`config.mk`:
```
export PLATFORM = sky130hd
export DESIGN_NAME = fixed_div_seq
export DESIGN_NICKNAME = d
export VERILOG_FILES = /design/src/rtl/fixed_div_seq_pkg.sv /design/src/rtl/fixed_round_sat.sv /design/src/rtl/fixed_div_seq.sv
export SDC_FILE = /design/constraint.sdc
export NUM_CORES = 1
export LEC_CHECK = 0
export CORE_UTILIZATION = 60
export CTS_BUF_LIST = sky130_fd_sc_hd__clkbuf_16
export DETAILED_ROUTE_END_ITERATION = 10
export HOLD_SLACK_MARGIN = 0.12
export PLACE_DENSITY_LB_ADDON = 0.1
export SYNTH_ARGS = -nofsm -noshare
export SYNTH_HDL_FRONTEND = slang
export SYNTH_SLANG_ARGS = --single-unit
```
`constraint.sdc`:
```
create_clock -name clk -period 11.1 [get_ports clk]
set_clock_uncertainty 0.2 [all_clocks]
set_input_delay 2.22 -clock clk [delete_from_list [all_inputs] [get_ports clk]]
set_output_delay 2.22 -clock clk [all_outputs]
set_load 0.01 [all_outputs]
```
`src/rtl/fixed_div_seq_pkg.sv`:
```
// Shared definitions for the sequential fixed-point divider: default
// Q-format, FSM state encoding and the result record.
package fixed_div_seq_pkg;

  localparam int DEF_WIDTH = 32;
  localparam int DEF_BF    = 28;
  localparam int DEF_BI    = DEF_WIDTH - DEF_BF;

  typedef enum logic [2:0] {
    ST_IDLE  = 3'd0,
    ST_SETUP = 3'd1,
    ST_DIV   = 3'd2,
    ST_FIX   = 3'd3,
    ST_DONE  = 3'd4
  } div_state_e;

  typedef struct packed {
    logic [DEF_WIDTH-1:0] q;
    logic                 div0;
    logic                 ovf;
  } div_res_t;

  // Number of quotient bits produced: integer/fraction bits plus one round bit.
  function automatic int iter_count(input int width, input int bf);
    return width + bf + 1;
  endfunction

endpackage

```
`src/rtl/fixed_round_sat.sv`:
```
// Combinational finishing stage of the divider: turns the raw unsigned
// quotient (with trailing round bit) into a signed, rounded, saturated
// Q-format word, and substitutes the divide-by-zero result.
module fixed_round_sat #(
  parameter int WIDTH = 32,
  parameter int BF    = 28,
  parameter int ROUND = 1
) (
  input  logic [WIDTH+BF:0] quot,
  input  logic              neg,
  input  logic              div0,
  input  logic              a_neg,
  output logic [WIDTH-1:0]  q,
  output logic              div0_o,
  output logic              ovf
);

  localparam int QW = WIDTH + BF + 1;
  localparam logic [QW-1:0]    LIM_POS = {{(QW-WIDTH+1){1'b0}}, {(WIDTH-1){1'b1}}};
  localparam logic [QW-1:0]    LIM_NEG = LIM_POS + QW'(1);
  localparam logic [WIDTH-1:0] Q_MAX   = {1'b0, {(WIDTH-1){1'b1}}};
  localparam logic [WIDTH-1:0] Q_MIN   = {1'b1, {(WIDTH-1){1'b0}}};

  logic          rnd_s;
  logic [QW-1:0] mag_s;

  // Round the magnitude, then apply sign with saturation at both rails.
  always_comb begin
    rnd_s  = (ROUND != 0) ? quot[0] : 1'b0;
    mag_s  = {1'b0, quot[QW-1:1]} + {{(QW-1){1'b0}}, rnd_s};
    q      = '0;
    div0_o = 1'b0;
    ovf    = 1'b0;
    if (div0) begin
      div0_o = 1'b1;
      q      = a_neg ? Q_MIN : Q_MAX;
    end else if (neg) begin
      if (mag_s > LIM_NEG) begin
        ovf = 1'b1;
        q   = Q_MIN;
      end else begin
        // mag == 2^(WIDTH-1) negates onto itself, giving the exact minimum.
        q = ~mag_s[WIDTH-1:0] + WIDTH'(1);
      end
    end else begin
      if (mag_s > LIM_POS) begin
        ovf = 1'b1;
        q   = Q_MAX;
      end else begin
        q = mag_s[WIDTH-1:0];
      end
    end
  end

endmodule

```
`src/rtl/fixed_div_seq.sv`:
```
// Sequential signed fixed-point divider, one quotient bit per cycle using
// restoring radix-2 division on operand magnitudes. Operands are captured
// on acceptance, converted to magnitudes in SETUP, divided in DIV, then
// rounded/saturated in FIX and held in DONE until the consumer takes them.
module fixed_div_seq
  import fixed_div_seq_pkg::*;
#(
  parameter int WIDTH = DEF_WIDTH,
  parameter int BF    = DEF_BF,
  parameter int ROUND = 1
) (
  input  logic             clk,
  input  logic             rst_n,
  input  logic             in_valid,
  output logic             in_ready,
  input  logic [WIDTH-1:0] in_a,
  input  logic [WIDTH-1:0] in_b,
  input  logic             flush,
  output logic             out_valid,
  input  logic             out_ready,
  output logic [WIDTH-1:0] out_q,
  output logic             out_div0,
  output logic             out_ovf
);

  localparam int ITER = iter_count(WIDTH, BF);
  localparam int CW   = $clog2(ITER);
  localparam logic [CW-1:0] CNT_LAST = CW'(ITER - 1);

  div_state_e       state_q, state_d;
  logic [CW-1:0]    cnt_q, cnt_d;
  logic [WIDTH-1:0] op_a_q, op_a_d;
  logic [WIDTH-1:0] op_b_q, op_b_d;
  logic [WIDTH-1:0] b_mag_q, b_mag_d;
  logic [WIDTH-1:0] rem_q, rem_d;
  // Dividend bits shift out of the top while quotient bits shift in below.
  logic [ITER-1:0]  sr_q, sr_d;
  logic             neg_q, neg_d;
  logic             div0_q, div0_d;
  logic             a_neg_q, a_neg_d;
  logic [WIDTH-1:0] res_val_q, res_val_d;
  logic             res_div0_q, res_div0_d;
  logic             res_ovf_q, res_ovf_d;

  logic [WIDTH-1:0] a_mag_s;
  logic [WIDTH-1:0] b_mag_s;
  logic [WIDTH:0]   trial_s;
  logic             qbit_s;
  logic [WIDTH-1:0] rs_q_s;
  logic             rs_div0_s;
  logic             rs_ovf_s;

  // Operand magnitudes and the single trial subtraction of the divider.
  always_comb begin
    a_mag_s = op_a_q[WIDTH-1] ? (~op_a_q + WIDTH'(1)) : op_a_q;
    b_mag_s = op_b_q[WIDTH-1] ? (~op_b_q + WIDTH'(1)) : op_b_q;
    trial_s = {rem_q, sr_q[ITER-1]} - {1'b0, b_mag_q};
    qbit_s  = ~trial_s[WIDTH];
  end

  fixed_round_sat #(
    .WIDTH (WIDTH),
    .BF    (BF),
    .ROUND (ROUND)
  ) u_round_sat (
    .quot   (sr_q),
    .neg    (neg_q),
    .div0   (div0_q),
    .a_neg  (a_neg_q),
    .q      (rs_q_s),
    .div0_o (rs_div0_s),
    .ovf    (rs_ovf_s)
  );

  // Next-state and datapath update; flush overrides every handshake.
  always_comb begin
    state_d    = state_q;
    cnt_d      = cnt_q;
    op_a_d     = op_a_q;
    op_b_d     = op_b_q;
    b_mag_d    = b_mag_q;
    rem_d      = rem_q;
    sr_d       = sr_q;
    neg_d      = neg_q;
    div0_d     = div0_q;
    a_neg_d    = a_neg_q;
    res_val_d  = res_val_q;
    res_div0_d = res_div0_q;
    res_ovf_d  = res_ovf_q;
    case (state_q)
      ST_IDLE: begin
        if (in_valid) begin
          op_a_d  = in_a;
          op_b_d  = in_b;
          state_d = ST_SETUP;
        end else begin
          state_d = ST_IDLE;
        end
      end
      ST_SETUP: begin
        sr_d    = {a_mag_s, {(BF+1){1'b0}}};
        b_mag_d = b_mag_s;
        rem_d   = '0;
        cnt_d   = '0;
        neg_d   = op_a_q[WIDTH-1] ^ op_b_q[WIDTH-1];
        a_neg_d = op_a_q[WIDTH-1];
        div0_d  = (op_b_q == '0);
        state_d = (op_b_q == '0) ? ST_FIX : ST_DIV;
      end
      ST_DIV: begin
        // Remainder stays below |b|, so the dropped top bit is always zero.
        rem_d = qbit_s ? trial_s[WIDTH-1:0] : {rem_q[WIDTH-2:0], sr_q[ITER-1]};
        sr_d  = {sr_q[ITER-2:0], qbit_s};
        if (cnt_q == CNT_LAST) begin
          cnt_d   = '0;
          state_d = ST_FIX;
        end else begin
          cnt_d   = cnt_q + CW'(1);
          state_d = ST_DIV;
        end
      end
      ST_FIX: begin
        res_val_d  = rs_q_s;
        res_div0_d = rs_div0_s;
        res_ovf_d  = rs_ovf_s;
        state_d    = ST_DONE;
      end
      ST_DONE: begin
        if (out_ready) begin
          res_val_d  = '0;
          res_div0_d = 1'b0;
          res_ovf_d  = 1'b0;
          state_d    = ST_IDLE;
        end else begin
          state_d = ST_DONE;
        end
      end
      default: begin
        state_d = ST_IDLE;
      end
    endcase
    if (flush) begin
      state_d    = ST_IDLE;
      cnt_d      = '0;
      res_val_d  = '0;
      res_div0_d = 1'b0;
      res_ovf_d  = 1'b0;
    end else begin
      state_d = state_d;
    end
  end

  // State, counter and datapath registers with asynchronous clear.
  always_ff @(posedge clk or negedge rst_n) begin
    if (!rst_n) begin
      state_q    <= ST_IDLE;
      cnt_q      <= '0;
      op_a_q     <= '0;
      op_b_q     <= '0;
      b_mag_q    <= '0;
      rem_q      <= '0;
      sr_q       <= '0;
      neg_q      <= 1'b0;
      div0_q     <= 1'b0;
      a_neg_q    <= 1'b0;
      res_val_q  <= '0;
      res_div0_q <= 1'b0;
      res_ovf_q  <= 1'b0;
    end else begin
      state_q    <= state_d;
      cnt_q      <= cnt_d;
      op_a_q     <= op_a_d;
      op_b_q     <= op_b_d;
      b_mag_q    <= b_mag_d;
      rem_q      <= rem_d;
      sr_q       <= sr_d;
      neg_q      <= neg_d;
      div0_q     <= div0_d;
      a_neg_q    <= a_neg_d;
      res_val_q  <= res_val_d;
      res_div0_q <= res_div0_d;
      res_ovf_q  <= res_ovf_d;
    end
  end

  assign in_ready  = (state_q == ST_IDLE);
  assign out_valid = (state_q == ST_DONE);
  assign out_q     = res_val_q;
  assign out_div0  = res_div0_q;
  assign out_ovf   = res_ovf_q;

endmodule

```
* After elaboration in Yosys (flattened, before gate mapping)
Cells that the tools add are included.
** Storage, ports and cells
- Flip-flop bits (word level) :: 235
- Input port bits :: 69
- Output and inout port bits :: 36
- Word-level logic and storage cells :: 71
** Operators by class
- $add $sub $neg :: 6
- Order comparisons :: 2
- Eq/ne operators :: 6
- Mux-type cells :: 32
- Bitwise logic cells :: 5
- Reductions and logical operators :: 7
** Operators with widths (number)
- $mux W32 :: 10
- $pmux W32 S2 :: 2
- $pmux W61 S2 :: 1
- $add A32 B1 Y32 const B :: 3
- $not A32 Y32 :: 3
- $add A60 B1 Y61 :: 1
- $gt A61 B31 Y1 const B :: 1
- $gt A61 B32 Y1 const B :: 1
- $sub A33 B32 Y33 :: 1
- $logic_not A32 Y1 :: 1
- $pmux W3 S5 :: 1
- $mux W6 :: 2
- $pmux W6 S2 :: 1
- $mux W1 :: 11
- $add A6 B1 Y6 const B :: 1
- $eq A3 B2 Y1 const B :: 2
- $eq A6 B6 Y1 const B :: 1
- $mux W3 :: 2
- $reduce_bool A3 Y1 :: 2
- $pmux W1 S2 :: 2
- $reduce_and A2 Y1 :: 2
- $eq A3 B1 Y1 const B :: 1
- $eq A3 B3 Y1 const B :: 1
- $logic_not A3 Y1 :: 1
- 4 further kinds :: 4

* Longest topological paths before layout
Gate-level depths: netlist of run 1.
- Word-level depth :: 8
- Depth in mapped cells :: 16
- Mapped depth without buffers :: 13

* By module
Synthesis of run 1 repeated with hierarchy kept, for this count alone.
** Second synthesis, totals
- Cell total of the unflattened synthesis :: 1763
- Area, all modules :: 15717.6 sq um
** Modules (own cells, without submodules)
- fixed_div_seq :: instances 1, cells each 1230, area each 12389.4 sq um, seq. area each 5880.6 sq um
- fixed_round_sat :: instances 1, cells each 533, area each 3328.2 sq um, seq. area each 0.0 sq um

* Least setup slack after synthesis of run 1
Ideal clock, no wire load.
- Kind :: register -> register
- Start :: register sr_q[0]
- End :: register res_val_q[29] (netlist: out_q[29])
- Library setup time :: 87 ps
- Data arrival time :: 3691 ps
- Required time :: 10813 ps
- Setup slack :: 7122 ps
- Cell stages (with the launch flop) :: 16
- Buffers on the path :: 4
- Clock period less this slack :: 3978 ps
- Cells stage by stage :: dfrtp_1 -> ha_1 -> buf_2 -> nand3_1 -> nor4_1 -> xnor2_1 -> o2111ai_1 -> or4_1 -> clkbuf_1 -> or4b_1 -> clkbuf_1 -> o21ai_2 -> nand4_2 -> nor2b_4 -> buf_6 -> a22oi_1
** On the way
- Longest elaborated chain between the ends :: 8
- Elaborated cells between the ends (all ways) :: 11
- Classes of those cells :: add/sub: 2; order compare: 2; mux: 6; bitwise: 1
** Ends and longest elaborated chain
- start: declaration :: RTL line fixed_div_seq.sv:37 : logic [ITER-1:0] sr_q, sr_d;
- start signal: assignment :: RTL line fixed_div_seq.sv:176 : sr_q <= sr_d;
- $add A60 B1 Y61 * :: RTL line fixed_round_sat.sv:30 : mag_s = {1'b0, quot[QW-1:1]} + {{(QW-1){1'b0}}, rnd_s};
- branches (longest 3 deep; another with $gt A61 B31 Y1)
- $mux W32 * :: RTL line fixed_round_sat.sv:37 : end else if (neg) begin
- $mux W32 * :: RTL line fixed_round_sat.sv:34 : if (div0) begin
- $pmux W32 S2 * :: RTL line fixed_div_seq.sv:90 : case (state_q)
- $mux W32 * :: RTL line fixed_div_seq.sv:142 : if (flush) begin
- end signal: assignment :: RTL line fixed_div_seq.sv:180 : res_val_q <= res_val_d;
- end: declaration :: RTL line fixed_div_seq.sv:41 : logic [WIDTH-1:0] res_val_q, res_val_d;
Every way passes the cells marked *.
A chain may end at the register's enable or synchronous reset.

* Worst setup path in the final report of run 1
- Start :: register sr_q[1]
- End :: register res_val_q[9] (netlist: out_q[9])
Same word-level chain as after synthesis.

==> reports/qor.yml, run 1 <==
outcome: "finished clean"
coreArea_um2: 25300
drive_gt1_share_pct: 7.67
grt_pass1_wl_um: 68200
setup_tns_ns: 0
total_power_mw: 3.95
sw_frac_of_total_pct: 41.5
synth.area.mux_share_pct: 6.60
clkPwrFrac_pct: 19.9
first_iter_violations: 1426
yosys.area.top_type: "dfrtp_1"
synth_top_family_by_area: "compound AO/OA/AOI/OAI gates"
seq_power_share_pct: 33.2
ios: 105
crit_chain: "ha_1 > nand3_1 > nor2_1 > nand4_1 > o31a_1 > nor3_1 > nand4_1 > nor4_2 > buf_4 > nand3_1 > o21ai_1 > nand3_1"
post-route-period-util_pct: 44.7
worstSkewPairLatency_ns: 0.54
post-route-drc-count: 0
power.internal_mw: 2.31
hp-class: "reg -> reg"
p_leak_nw: 7.31
holdBufCountCts: 0
cts-resized-gates: 0
detail_route.wl_per_cell_um: 19.3
fmax_ghz: 0.202
ys_seq_area_share_pct: 37.8
antenna_left: 0
synth.area.top_cells: "dfrtp_1, o21ai_0, nand2_1"
grt_pass1_vias: 13400
finalSetupViolCount: 0
grtUsageTotal_pct: 31.8
critPathMostFrequentCell: "nand3_1"
arrival_ns: 5.14
design_area_um2: 17400
yosysTopAreaCellShare_pct: 37.8
num_rows: 58
synth_edf_count: 0
synth_xor_area_share_pct: 7.21
peakVddDrop_mv: 0.256
die_x_um: 163
clkSlewWorstSetupHoldPaths_ns: 0.06
dieArea_um2: 26600
ys_ff_latch: 235
grt_start_max_net_pins: 101
critPathCaptureType: "register"
cts_buffers: 26
cp-start-kind: "register"
h-tree-depth: 1
comb_power_share_pct: 46.9
initial_utilization_pct: 61.4
synth_fp_nets: 1880
antenna_found_initial: 0
routed_wirelength_um: 41400
critical_path.slowest_cell: "nor2_1"
worstPathRequired_ns: 11.28
maxCapViolations: 0
routabilityCongestion: 0.966
avgSynthCellArea_um2: 8.79
cts_num_sinks: 235
dpl.hpwl_um: 29400
register_area_um2: 5880
synth-adder-area-share_pct: 3.35
antennaDiodeCount: 0
drv_slew: 0
synth.cells.most_frequent: "dfrtp_1, nand2_1, o21ai_0"
yosys.area_share.simple_pct: 19.5
r2r_slack_ns: 6.14
dpl_cell_area_um2: 16700
cts_root_buf: "clkbuf_16"
synthArstFlopShare_pct: 100
tightest_slew_ns: 1.01
die_h_um: 163
drt_pass1_iterations: 6
p_sw_mw: 1.64
grt_remaining_overflow: 0
clk_path_buf_depth: 3
synth_cells: 1770
synthFlopType: "dfrtp_1"
yosysMostFrequentCell: "dfrtp_1"
synth_compound_area_share_pct: 20.8
yosys_warnings: 0
cts_tree: "done"
relSlewSlack_pct: 32.8
port_buffers: 104
power_density_nw_per_um2: 227
synth_cell_types: 81
area_growth_pct: 11.9
vias_per_cell: 6.46
multi_input_area_um2: 8980
period_needed_ns: 4.96
hold_viol: 0
netlist_area_um2: 15600
post_cts_buffers: 0
num-nets-final: 1906
rsz0062_at_grt: "no"
vias: 13800
cp_max_fo: 14
crit_type: "reg -> reg"
critical-path-max-stage-delay_ns: 0.58
fillCellCount: 2038
registers in the layout (all words and copies together), names as in the netlist, 3 cells and up:
register / flops
b_mag_q: 32
cnt_q: 6
op_a_q: 32
op_b_q: 32
out_q: 32
rem_q: 32
sr_q: 61
state_q: 3
final timing paths:
check | cells after the start | start | endpoint
worst max-delay path | 12 | sr_q[1] | out_q[9]
worst max register to register | 12 | sr_q[1] | out_q[9]
worst min-delay path | 1 | cnt_q[5] | cnt_q[5]
max in group asynchronous | 3 | rst_n | op_a_q[14]
min in group asynchronous | 1 | rst_n | rem_q[28]
worst min register to register | 1 | cnt_q[5] | cnt_q[5]
placed cells by master, fill, tap and decap left out, types with 18 or more instances in the layout:
cell               n
inv_1             72
or4_1             24
and3_1            18
o21ai_0          162
clkbuf_16         26
a21o_1            18
clkdlybuf4s50_1  103
dfrtp_1          235
nor3_1            39
mux2_2            61
nor4_1            23
xor2_1            76
a22oi_1           39
a21oi_1           81
or3_1             19
nor2_1            79
xnor2_1           52
nand4_1           38
mux2i_1           34
a22o_1            26
nand3_1           47
o31ai_1           37
nand2_1          201
ha_1              40
worst max-delay path: cells and delay by family, from the launching register on:
family / cells / cell delay (ns)
and+or+nand+nor: 8 / 2.58
adders and majority gates: 1 / 0.41
AOI/OAI and AO/OA: 2 / 0.96
DFF: 1 / 0.40
buffers and inverters: 1 / 0.25
final cells by class:
class | count | share of cell area [%]
multi-input cells | 1352 | 51.6
clock buffers | 26 | 3.74
inverters | 65 | 1.40
clock inverters | 18 | 0.625
repair buffers | 116 | 6.52
flip-flops and latches | 235 | 33.8
well taps | 330 | 2.37
layer usage:
| layer | wire (um) | GRT usage (%) | up-vias |
|---|---|---|---|
| met5 | 0 | 0 | - |
| met3 | 2170 | 3.35 | 89 |
| met1 | 18400 | 43.9 | 6700 |
| li1 | - | - | 6558 |
| met4 | 1350 | 11.0 | 0 |
| met2 | 19500 | 52.1 | 490 |
power groups by stage:
stage	Combinational, mW	Sequential [mW]	Clock, mW
final	1.85	1.31	0.787
after global routing	2.06	1.34	0.834
after CTS	1.83	1.31	0.801
after detailed placement	1.82	1.32	0
after global placement	1.77	1.31	0
after floorplan	1.50	1.21	0
cell families (layout without fill, tap and decap cells):
| family | after synthesis | in the layout |
|---|---|---|
| AO/OA/AOI/OAI | 502 | 502 |
| XOR/XNOR | 128 | 128 |
| adder cells (fa/ha/maj) | 41 | 41 |
| buffers and inverters | 183 | 225 |
| flip-flops | 235 | 235 |
| multiplexers | 95 | 95 |
| AND/OR/NAND/NOR | 586 | 586 |
per-stage QoR:
| stage | std cells | hold slack, ns | util [%] | setup slack [ns] |
|---|---|---|---|---|
| after floorplan | 1770 | 0.238 | - | 7.12 |
| after global placement | 2098 | 0.257 | 65.7 | 6.35 |
| after detailed placement | 2098 | 0.262 | 65.7 | 6.26 |
| after CTS | 2142 | 0.271 | 68.7 | 6.28 |
| after global routing | 2142 | 0.302 | 68.7 | 5.85 |
| final | 2142 | 0.264 | 68.7 | 6.14 |
Power figures use the tool's default switching activity.
==> inputs of run 2 (changes only) <==
Clock period 11.1 ns to 5.1 ns, I/O delays scaled along.
==> run 2 against run 1 <==
Effect of this change:
- utilization rose by 0.72 points
- sequential power rose by 120%
- largest power group unchanged
- sequential cell count did not move
- die area did not move
- maximum frequency rose by 8.1%
- final cell count rose by 0.84%
- first-iteration DRC count rose by 2.2%
- design area rose by 1.0%
==> reports/qor.yml, run 2 (synthesized netlist as in run 1, its figures left out) <==
antenna_left: 0
ff2ff_path_depth: 11
hp-class: "in -> async"
h-tree-depth: 1
grt_pass1_wl_um: 68300
setup_tns_ns: 0
dp_cells: 2114
drt_pass1_iterations: 5
num-nets-final: 1922
ios: 105
dieArea_um2: 26600
critical-path-max-stage-delay_ns: 0.68
worstSkewPairLatency_ns: 0.55
final_cell_mix: "dfrtp_1, nand2_1, o21ai_0"
grt_pass1_vias: 13200
grtUsageTotal_pct: 31.9
timing.hold.ws_ns: 0.265
layout_commonest_cell: "dfrtp_1"
cts_tree: "done"
vias: 13900
drv_slew: 0
worstPathRequired_ns: 5.36
grt_start_max_net_pins: 106
routed_wirelength_um: 41500
r2r_slack_ns: 0.51
routabilityCongestion: 0.949
arrival_ns: 4.85
cp_max_fo: 13
drive_gt1_share_pct: 8.69
cts_buffers: 26
cts-resized-gates: 0
tightest_slew_ns: 1.05
clkSlewWorstSetupHoldPaths_ns: 0.06
worstReg2RegStart: "sr_q[0]"
cp.depth: 11
r2r-end: "out_q[29]"
post-route-period-util_pct: 90.0
period_needed_ns: 4.59
grt_remaining_overflow: 0
cp-start-kind: "register"
num_rows: 58
finalSetupViolCount: 0
cp_top_family: "simple AND/OR/NAND/NOR gates"
holdBufCountCts: 0
first_iter_violations: 1457
crit_buf_inv: 0
crit_chain: "ha_1 > and3_1 > nand4_1 > o31a_1 > nor2_1 > o2111ai_1 > or4b_1 > o21ai_2 > nand4_2 > nor2b_4 > a22oi_1"
cts_root_buf: "clkbuf_16"
p_leak_nw: 7.42
port_buffers: 104
hold_viol: 0
outcome: "finished clean"
maxCapViolations: 0
area_growth_pct: 13.1
rsz0062_at_grt: "no"
vias_per_cell: 6.44
critical_path.slowest_cell: "or4b_1"
detail_route.wl_per_cell_um: 19.2
post_cts_buffers: 0
coreArea_um2: 25300
power_density_nw_per_um2: 497
fmax_ghz: 0.218
relSlewSlack_pct: 29.8
clk_path_buf_depth: 3
largest_reg_flops: 61
antenna_found_initial: 0
dpl.hpwl_um: 30200
fin_cells: 2160
post-route-drc-count: 0
peakVddDrop_mv: 0.373
antennaDiodeCount: 0
total_power_mw: 8.75
die_h_um: 163
die_x_um: 163
critPathCaptureType: "register"
top_register: "sr_q"
cts_num_sinks: 235
initial_utilization_pct: 61.4
crit_type: "reg -> reg"
run 2: worst reg2reg max path, cell delays in order (launching register included):
cell and delay [ns]:
dfrtp_1 0.40, ha_1 0.44, and3_1 0.35, nand4_1 0.49, o31a_1 0.48, nor2_1 0.29, o2111ai_1 0.24, or4b_1 0.68
o21ai_2 0.23, nand4_2 0.25, nor2b_4 0.26, a22oi_1 0.20
run 2: layout make-up:
| type | instances | area [um^2] |
|---|---|---|
| Fill cell | 2019 | 7730 |
| Timing Repair Buffer | 132 | 1270 |
| Sequential cell | 235 | 5880 |
| Inverter | 65 | 244 |
| Clock inverter | 20 | 159 |
| Tap cell | 330 | 413 |
| Clock buffer | 26 | 651 |
| Multi-Input combinational cell | 1352 | 8980 |
run 2: how the worst max path moves through the flow:
stage                     startpoint  slack [ns]         to
final                        sr_q[0]        0.51  out_q[29]
after global routing         sr_q[0]        0.20  out_q[29]
after floorplan              sr_q[0]        1.12  out_q[29]
after global placement       sr_q[0]        0.74  out_q[29]
after CTS                    sr_q[0]        0.58  out_q[29]
after detailed placement     sr_q[1]        0.60  out_q[29]
run 2: per-stage QoR:
stage	setup slack, ns	cell area, um^2	util [%]
after floorplan	1.12	15600	-
after global placement	0.739	16800	66.3
after detailed placement	0.604	16800	66.3
after CTS	0.581	17600	69.5
after global routing	0.198	17600	69.5
final	0.509	17600	69.5
run 2: metal layers:
metal / vias to the layer above / part of all wire (%) / global-route usage (%)
met2: 447 / 47 / 51.9
met5: - / 0 / 0
met4: 0 / 3.2 / 9.90
met1: 6783 / 45 / 44.3
met3: 94 / 5.3 / 4.01
li1: 6576 / - / -
run 2: where the power goes:
group	internal, mW	switching (mW)	leakage (nW)
clock	1.03	0.777	0.419
combinational	1.82	2.27	3.97
sequential	2.29	0.562	3.03
total	5.14	3.61	7.42
==> inputs of run 3 (changes only) <==
Settings changed: SKIP_LAST_GASP set to 1, SLEW_MARGIN set to 20.
==> results of run 3 <==
No change in the layout: final DEF, timing and power equal those of run 2.
